<file path="src/rtl/mem_stage_ctrl.sv">
// rtl/mem_stage_ctrl.sv - MEM stage sequencer: EXE->MEM handshake, one data-memory transaction, WB handoff
// Sole master of the data-memory port; load/store lane alignment and load extension live here.
module mem_stage_ctrl #(
  parameter int DATA_WIDTH     = 32,
  parameter int RF_ADDR_WIDTH  = 5,
  parameter int MEM_CTRL_WIDTH = 5,
  parameter int GPR_CTRL_WIDTH = 3,
  parameter int CSR_CTRL_WIDTH = 2
) (
  input  logic                      clk_i,
  input  logic                      rst_i,
  input  logic                      exe_valid_i,
  output logic                      exe_ready_o,
  input  logic [2*DATA_WIDTH+RF_ADDR_WIDTH+MEM_CTRL_WIDTH+GPR_CTRL_WIDTH+CSR_CTRL_WIDTH-1:0] exe2mem_i,
  input  logic                      flush_i,
  output logic                      dmem_req_o,
  input  logic                      dmem_gnt_i,
  output logic                      dmem_we_o,
  output logic [31:0]               dmem_addr_o,
  output logic [3:0]                dmem_be_o,
  output logic [31:0]               dmem_wdata_o,
  input  logic                      dmem_rvalid_i,
  input  logic [31:0]               dmem_rdata_i,
  output logic                      wb_valid_o,
  input  logic                      wb_ready_i,
  output logic [31:0]               wb_exe_out_o,
  output logic [31:0]               wb_mem_data_o,
  output logic [RF_ADDR_WIDTH-1:0]  wb_rd_o,
  output logic [GPR_CTRL_WIDTH-1:0] wb_gpr_ctrl_o,
  output logic [CSR_CTRL_WIDTH-1:0] wb_csr_ctrl_o,
  output logic                      wb_misalign_o
);

  typedef struct packed {
    logic [DATA_WIDTH-1:0]     exe_out;
    logic [DATA_WIDTH-1:0]     op3;
    logic [RF_ADDR_WIDTH-1:0]  rd;
    logic [MEM_CTRL_WIDTH-1:0] mem_ctrl;
    logic [GPR_CTRL_WIDTH-1:0] gpr_ctrl;
    logic [CSR_CTRL_WIDTH-1:0] csr_ctrl;
  } exe2mem_t;

  typedef enum logic [2:0] {S_IDLE, S_REQ, S_RESP, S_HOLD, S_DRAIN} state_t;

  state_t   state_q, state_d;
  exe2mem_t pl_q, pl_d;
  logic     misalign_q, misalign_d;
  logic [31:0] mem_data_q, mem_data_d;

  exe2mem_t    in_p;
  logic [1:0]  in_op, in_size;
  logic        in_is_mem, in_misalign, accept;
  logic [1:0]  op_q, size_q, off_q;
  logic        uns_q, is_load_q, in_req;
  logic [31:0] rshift, load_ext;

  assign in_p        = exe2mem_t'(exe2mem_i);
  assign in_op       = in_p.mem_ctrl[4:3];
  assign in_size     = in_p.mem_ctrl[1:0];
  assign in_is_mem   = (in_op == 2'b01) || (in_op == 2'b10);
  // Size 11 is illegal on any memory op; misaligned accesses never reach the bus.
  assign in_misalign = in_is_mem && ((in_size == 2'b11) ||
                       ((in_size == 2'b01) && in_p.exe_out[0]) ||
                       ((in_size == 2'b10) && (in_p.exe_out[1:0] != 2'b00)));

  assign exe_ready_o = !flush_i && ((state_q == S_IDLE) || ((state_q == S_HOLD) && wb_ready_i));
  assign accept      = exe_valid_i && exe_ready_o;

  assign op_q      = pl_q.mem_ctrl[4:3];
  assign uns_q     = pl_q.mem_ctrl[2];
  assign size_q    = pl_q.mem_ctrl[1:0];
  assign off_q     = pl_q.exe_out[1:0];
  assign is_load_q = (op_q == 2'b01);

  assign rshift = dmem_rdata_i >> {off_q, 3'b000};
  always_comb begin
    case (size_q)
      2'b00:   load_ext = {{24{~uns_q & rshift[7]}}, rshift[7:0]};
      2'b01:   load_ext = {{16{~uns_q & rshift[15]}}, rshift[15:0]};
      default: load_ext = rshift;
    endcase
  end

  always_comb begin
    state_d    = state_q;
    pl_d       = pl_q;
    misalign_d = misalign_q;
    mem_data_d = mem_data_q;
    if (accept) begin
      pl_d       = in_p;
      misalign_d = in_misalign;
      mem_data_d = '0;
    end
    case (state_q)
      S_IDLE: begin
        if (accept) state_d = (!in_is_mem || in_misalign) ? S_HOLD : S_REQ;
      end
      S_REQ: begin
        // A granted store is already committed, so a flush only needs to drain loads.
        if (flush_i)         state_d = (dmem_gnt_i && is_load_q) ? S_DRAIN : S_IDLE;
        else if (dmem_gnt_i) state_d = is_load_q ? S_RESP : S_HOLD;
      end
      S_RESP: begin
        if (flush_i) begin
          state_d = dmem_rvalid_i ? S_IDLE : S_DRAIN;
        end else if (dmem_rvalid_i) begin
          state_d    = S_HOLD;
          mem_data_d = load_ext;
        end
      end
      S_HOLD: begin
        if (flush_i)         state_d = S_IDLE;
        else if (wb_ready_i) state_d = !accept ? S_IDLE :
                                       ((!in_is_mem || in_misalign) ? S_HOLD : S_REQ);
      end
      S_DRAIN: begin
        if (dmem_rvalid_i) state_d = S_IDLE;
      end
      default: state_d = S_IDLE;
    endcase
  end

  always_ff @(posedge clk_i) begin
    if (rst_i) begin
      state_q    <= S_IDLE;
      pl_q       <= '0;
      misalign_q <= 1'b0;
      mem_data_q <= '0;
    end else begin
      state_q    <= state_d;
      pl_q       <= pl_d;
      misalign_q <= misalign_d;
      mem_data_q <= mem_data_d;
    end
  end

  assign in_req       = (state_q == S_REQ);
  assign dmem_req_o   = in_req;
  assign dmem_we_o    = in_req && (op_q == 2'b10);
  assign dmem_addr_o  = in_req ? {pl_q.exe_out[31:2], 2'b00} : 32'd0;
  assign dmem_wdata_o = in_req ? (pl_q.op3 << {off_q, 3'b000}) : 32'd0;
  always_comb begin
    dmem_be_o = 4'b0000;
    if (in_req) begin
      case (size_q)
        2'b00:   dmem_be_o = 4'b0001 << off_q;
        2'b01:   dmem_be_o = 4'b0011 << off_q;
        default: dmem_be_o = 4'b1111;
      endcase
    end
  end

  assign wb_valid_o    = (state_q == S_HOLD);
  assign wb_exe_out_o  = pl_q.exe_out;
  assign wb_mem_data_o = mem_data_q;
  assign wb_rd_o       = pl_q.rd;
  assign wb_gpr_ctrl_o = pl_q.gpr_ctrl;
  assign wb_csr_ctrl_o = pl_q.csr_ctrl;
  assign wb_misalign_o = misalign_q;

endmodule

</file>
<file path="config.mk">
export PLATFORM = sky130hd
export DESIGN_NAME = mem_stage_ctrl
export DESIGN_NICKNAME = d
export VERILOG_FILES = /design/src/rtl/mem_stage_ctrl.sv
export SDC_FILE = /design/constraint.sdc
export NUM_CORES = 1
export LEC_CHECK = 0
export CAP_MARGIN = 25
export CORE_MARGIN = 3
export CORE_UTILIZATION = 42
export CTS_CLUSTER_SIZE = 30
export DETAILED_ROUTE_END_ITERATION = 16
export PLACE_DENSITY = 0.81
export SLEW_MARGIN = 15
export SYNTH_ARGS = -nofsm -noshare
export SYNTH_HDL_FRONTEND = slang
export SYNTH_SLANG_ARGS = --single-unit
</file>
<file path="constraint.sdc">
create_clock -name clk_i -period 2 [get_ports clk_i]
set_input_delay 0.2 -clock clk_i [delete_from_list [all_inputs] [get_ports clk_i]]
set_output_delay 0.2 -clock clk_i [all_outputs]
set_load 0.02 [all_outputs]
</file>
==> impl_results.md, run 1 <==
- Die Ht: 124 µm
- Critical Path RT: 1.80 ns
- Number of top-level pins: 265
- Clock network power share: 0.421
- CP Data Arrival Time: 1.76 ns
- Period utilization: 0.978
- Worst hold-check path type: in -> reg
- RSZ-0062 raised after global routing: true
- Core area: 0.0135 mm²
- Skew-Pair Late Insertion Delay: 0.42 ns
- Initial DRT Pass Iterations: 5
- Vias in the first global route: 6030
- F_max: 511 MHz
- Cts hold-fix bufs: 0
- Min cycle time layout: 1.96 ns
- Antenna-violating nets left: 0
- GPL Wtd Cong: 0.882
- CTS tree: done
- Largest family of logic cells by synthesized area: simple AND/OR/NAND/NOR gates
- Start point of the worst min-delay path: rst_i
- Clock skew: 0.0157 ns
- Clk root buf: clkbuf_16
- Die ar.: 0.0155 mm²
- Total GRT Usage: 0.250
- Fillcell total: 1158
- Crit end category: output pin
- Pin count of the biggest net entering global routing: 61
- Sw power: 2320 µW
- Area share of the largest cell type after synthesis: 0.392
- Synth Flop Type: dfxtp_1
- Final wirelength: 20300 µm
- Final Hold Vio Count: 0
- Mux share of post-synthesis cell area: 0.0738
- Fin. max-slew vios: 0
- Synth Area in Compound Gates: 0.197
- Placed cell count: 1120
- Synth Warn #: 0
- Synth Area in Adders: 0
- Post-DR vias/cell: 5.27
- Worst vdd ir: 0.000577 V
- Count leader, synth: nand2_1
- CP Launch Point: state_q[2]
- Worst Tran Pin Value: 0.668 ns
- Mapped Avg Cell Area: 7.86 µm²
- Total negative slack: 0 ns
- Cell Area, Synth: 0.00588 mm²
- Vias: 6113
- First-pass GRT wire length: 31300 µm
- Sequential share of power: 0.323
- EDFF count, synth: 0
- Synth top area cells: dfxtp_1 (39%), nand2_1 (11%), a21oi_1 (8.9%)
- Post-synthesis sequential area ratio: 0.392
- P_leak: 0.00353 µW
- Switch share: 0.287
- Setup Viol. Count Final: 0
- Synth unique cells: 53
- Chip width: 124 µm
- Nets: 1088
- Flops & latches, synth: 115
- Synth async-reset ratio: 0
- Area Overhead vs Synth: 55.0%
- Iteration-0 DRC Markers: 463
- Finished Layout Cells: 1159
- Critical R2R Launch: wb_exe_out_o[1]
- Hpwl dp: 14300 µm
- Status: finished, final reports clean
- Synth Area in Simple Gates: 0.228
- Clock transition at path regs: 0.05 ns
- Critical path fanouts, max: 20
- Xor and xnor area share after synthesis: 0.00298
- Row cnt: 42
- Remaining Overflow, GRT: 0
- Internal Power: 5740 µW
- Max cap viols: 0
- PortBufs: 262
- CTS sink cnt: 115
- Critical Path Start Type: register
- Gate power share: 0.256
- Clock tree buffer depth: 2
- Wire length per cell: 17.5 µm
- Slew HR: 0.555
- DRC errors left: 0
- Most frequent cells after synthesis: nand2_1 (174), dfxtp_1 (115), a21oi_1 (104)
- H-tree depth: 4
- Initial antenna violation count: 0
- Synth area leader: dfxtp_1
- Initial Util: 0.437
- CTS Buf Count: 17
- Pwr dens: 884 mW/mm²
- Cell count after synthesis: 748
- Class of the most critical setup path: reg -> out
- Share of layout cells above drive strength 1: 0.188
==> stage by stage <==
step / total power (µW) / cell area [µm²] / hold WS, ns / worst slack, ns / util
final: 8060 / 9110 / 0.104 / 0.0439 / 0.678
after global routing: 8360 / 9110 / 0.105 / -0.0224 / 0.677
after CTS: 8050 / 9150 / 0.0942 / 0.00141 / 0.680
after detailed placement: 4640 / 8500 / 0.445 / -0.290 / 0.632
after global placement: 4610 / 8500 / 0.439 / -0.242 / 0.632
after floorplan: 3790 / 5920 / 0.336 / 0.138 / -
==> area by class of cell <==
type	count	area, µm²	area share
antenna	1	2.50	0.000275
clock buffer	21	450	0.0494
tap	176	220	0.0242
sequential	115	2310	0.253
multi-input combinational	526	3100	0.340
timing repair buffer	305	2810	0.308
inverter	5	21.3	0.00233
clock inverter	10	205	0.0225
==> sequential cells by signal, indices dropped and copies added, names as in the netlist <==
register,cells
pl_q,35
wb_exe_out_o,32
wb_mem_data_o,32
wb_rd_o,5
state_q,3
wb_gpr_ctrl_o,3
op_q,2
wb_csr_ctrl_o,2
wb_misalign_o,1
==> critical path: stages, from the launching register on <==
cell	delay, ns
dfxtp_1	0.31
and2b_1	0.24
nand2_2	0.09
buf_4	0.24
nor2_2	0.17
clkdlybuf4s15_2	0.29
==> worst paths after layout <==
path | endpoint | slack [ns] | cells past startpoint
worst max-delay path | dmem_be_o[1] | 0.04 | 5
worst min-delay path | wb_mem_data_o[4] | 0.10 | 2
worst max register to register | wb_mem_data_o[10] | 0.10 | 7
worst min register to register | pl_q[42] | 0.45 | 2
==> timing repair <==
item,CTS,global route
setup buffers,2,5
gates cloned,0,0
pin swaps,0,2
resized for setup,193,78
endpoints found under the setup margin,81,133
==> power groups by stage <==
stage | Combinational (µW) | Sequential, µW | Clock (µW)
6_report | 2060 | 2600 | 3390
2_1_floorplan | 1160 | 2630 | 0
3_3_place_gp | 1970 | 2640 | 0
5_1_grt | 2210 | 2620 | 3530
3_5_place_dp | 2000 | 2640 | 0
4_1_cts | 2010 | 2600 | 3440
==> routing by layer <==
metal  routed length [µm]  share of wire  vias to the layer above  GRT usage
li1                     -              -                     2939          -
met1                 8170           0.40                     2898      0.286
met2                10000           0.49                      241      0.429
met3                 1640          0.081                       35     0.0862
met4                  472          0.023                        0     0.0941
met5                    0              0                        -          0
==> logic make-up (layout without fill, tap and decap cells) <==
family / count (synthesis) / count (layout)
buf+inv: 108 / 341
simple gates: 301 / 301
xor+xnor: 2 / 2
compound gates: 180 / 180
mux: 41 / 41
other cells: 1 / 3
flops: 115 / 115
==> cell usage in the layout, fill, tap and decap left out, drive strengths merged, types with 11 or more instances in the layout <==
cell | synthesis | final
clkdlybuf4s50 | 0 | 190
and2 | 38 | 38
nor2 | 46 | 46
mux2i | 31 | 31
dfxtp | 115 | 115
nand2 | 174 | 174
buf | 67 | 66
clkbuf | 36 | 54
a211oi | 19 | 19
a21oi | 104 | 104
nor2b | 11 | 11
clkdlybuf4s15 | 0 | 13
Note: power is estimated with default switching activity, not from simulation.
==> inputs of run 2 (changes only) <==
CORE_MARGIN = 2   (was 3)
==> run 2 against run 1 <==
Against the previous run: die area decreased by 3.2%; wire length decreased by 2.5%; highest routed layer unchanged; register-to-register slack about the same; critical path type unchanged; clock power decreased by 3%; sequential cell count unchanged; total power decreased by 0.92%; worst hold slack improved by 0.0016 ns.
==> impl_results.md, run 2 (synthesis gave the netlist of run 1 again) <==
- Number of top-level pins: 265 (unchanged)
- DRC errors left: 0 (unchanged)
- Finished Layout Cells: 1166 (was 1159)
- Worst hold-check path type: in -> reg (unchanged)
- Largest register by flop count: pl_q (unchanged)
- Share of layout cells above drive strength 1: 0.191 (was 0.188)
- Core area: 0.0138 mm² (was 0.0135 mm²)
- Total negative slack: 0 ns (unchanged)
- Pwr dens: 858 mW/mm² (was 884 mW/mm²)
- Row cnt: 43 (was 42)
- Most common cell after layout, fill and taps aside: clkdlybuf4s50_1 (unchanged)
- Initial Util: 0.427 (was 0.437)
- Clk root buf: clkbuf_16 (unchanged)
- Fin. max-slew vios: 0 (unchanged)
- Total GRT Usage: 0.260 (was 0.250)
- Antenna-violating nets left: 0 (unchanged)
- Hold_ws: 0.105 ns (was 0.104 ns)
- Post-DR vias/cell: 5.20 (was 5.27)
- Clock tree buffer depth: 2 (unchanged)
- Nets: 1091 (was 1088)
- P_leak: 0.00355 µW (was 0.00353 µW)
- Chip width: 122 µm (was 124 µm)
- Critical Path RT: 1.80 ns (about the same)
- Die Ht: 122 µm (was 124 µm)
- Vias: 6060 (was 6113)
- GPL Wtd Cong: 0.849 (was 0.882)
- Clock transition at path regs: 0.05 ns (about the same)
- Period utilization: 0.999 (was 0.978)
- Remaining Overflow, GRT: 0 (unchanged)
- Critical Path Start Type: register (unchanged)
- Placed cell count: 1127 (was 1120)
- Max reg flops: 35 (unchanged)
- Crit end category: output pin (unchanged)
- Clock skew: 0.00781 ns (was 0.0157 ns)
- Critical path fanouts, max: 9 (was 20)
- Ant. Diodes: 0 (was 1)
- Cts hold-fix bufs: 0 (unchanged)
- Min cycle time layout: 2.00 ns (was 1.96 ns)
- PortBufs: 262 (unchanged)
- Status: finished, final reports clean (unchanged)
- Area Overhead vs Synth: 58.3% (was 55.0%)
- Worst vdd ir: 0.000684 V (was 0.000577 V)
- Skew-Pair Late Insertion Delay: 0.41 ns (was 0.42 ns)
- Die ar.: 0.0150 mm² (was 0.0155 mm²)
- Worst Tran Pin Value: 0.641 ns (was 0.668 ns)
- Pin count of the biggest net entering global routing: 50 (was 61)
- Setup Viol. Count Final: 0 (unchanged)
- Wire length per cell: 17.0 µm (was 17.5 µm)
- F_max: 501 MHz (was 511 MHz)
- RSZ-0062 raised after global routing: true (unchanged)
- CTS sink cnt: 115 (unchanged)
- Class of the most critical setup path: reg -> out (unchanged)
- CTS Buf Count: 17 (unchanged)
- Max cap viols: 0 (unchanged)
- H-tree depth: 4 (unchanged)
- Initial DRT Pass Iterations: 5 (unchanged)
- Slew HR: 0.571 (was 0.555)
- Vias in the first global route: 5805 (was 6030)
- Final Hold Vio Count: 0 (unchanged)
- First-pass GRT wire length: 30100 µm (was 31300 µm)
- CTS tree: done (unchanged)
- CP Data Arrival Time: 1.80 ns (was 1.76 ns)
- Iteration-0 DRC Markers: 482 (was 463)
- R2r setup slk: 0.09 ns (was 0.10 ns)
- Initial antenna violation count: 0 (unchanged)
- Final wirelength: 19800 µm (was 20300 µm)
- Hpwl dp: 13800 µm (was 14300 µm)
- Commonest non-fill, non-tap cells in the layout: clkdlybuf4s50_1 (190), nand2_1 (173), dfxtp_1 (113) (unchanged)
## run 2: power by group
part / switching, µW / leakage, µW / internal (µW)
registers: 144 / 0.000936 / 2470
logic: 1120 / 0.00230 / 954
clock network: 1060 / 0.000316 / 2250
total: 2320 / 0.00355 / 5670
## run 2: routing by layer
layer	global-route usage	vias to the layer above	wire (µm)
li1	-	2933	-
met1	0.303	2850	8030
met2	0.434	242	9680
met3	0.0939	35	1590
met4	0.103	0	516
met5	0	-	0
## run 2: what timing repair did
| item | 4_1_cts | 5_1_grt |
|---|---|---|
| resized for setup | 235 | 39 |
| pin swaps | 0 | 2 |
| setup buffers | 3 | 3 |
| cloned | 1 | 0 |
| endpoints found under the setup margin | 80 | 61 |
## run 2: metrics by stage
| step | worst slack, ns | total power, µW | instance area (µm²) | utilization |
|---|---|---|---|---|
| floorplan | 0.138 | 3790 | 5920 | - |
| global placement | -0.214 | 4630 | 8550 | 0.621 |
| detailed placement | -0.230 | 4650 | 8550 | 0.621 |
| CTS | -0.0124 | 7990 | 9290 | 0.674 |
| global route | -0.0581 | 8330 | 9310 | 0.676 |
| finish | 0.00264 | 7990 | 9310 | 0.676 |
## run 2: cell type report
| class | instances | area [µm²] |
|---|---|---|
| Multi-Input combinational cell | 526 | 3120 |
| Clock buffer | 24 | 502 |
| Inverter | 5 | 21.3 |
| Timing Repair Buffer | 308 | 2990 |
| Sequential cell | 115 | 2310 |
| Tap cell | 180 | 225 |
| Clock inverter | 8 | 146 |
| Fill cell | 1151 | 4460 |
## run 2: path summary, 6_finish.rpt
kind	start	cells past startpoint	endpoint
worst min register to register	pl_q[40]	2	pl_q[40]
worst max register to register	wb_exe_out_o[0]	6	wb_mem_data_o[12]
worst min-delay path	rst_i	2	wb_mem_data_o[5]
worst max-delay path	wb_exe_out_o[1]	6	dmem_wdata_o[31]
## run 2: worst max-delay path: stages, from the launching register on
cell	delay [ns]
dfxtp_4	0.37
buf_12	0.15
buf_12	0.14
mux2i_4	0.19
buf_4	0.15
a211oi_2	0.20
buf_4	0.17
==> inputs of run 3 (changes only) <==
CAP_MARGIN = 10   (was 25)
==> results of run 3 <==
No change in the layout: final DEF, timing and power equal those of run 2.
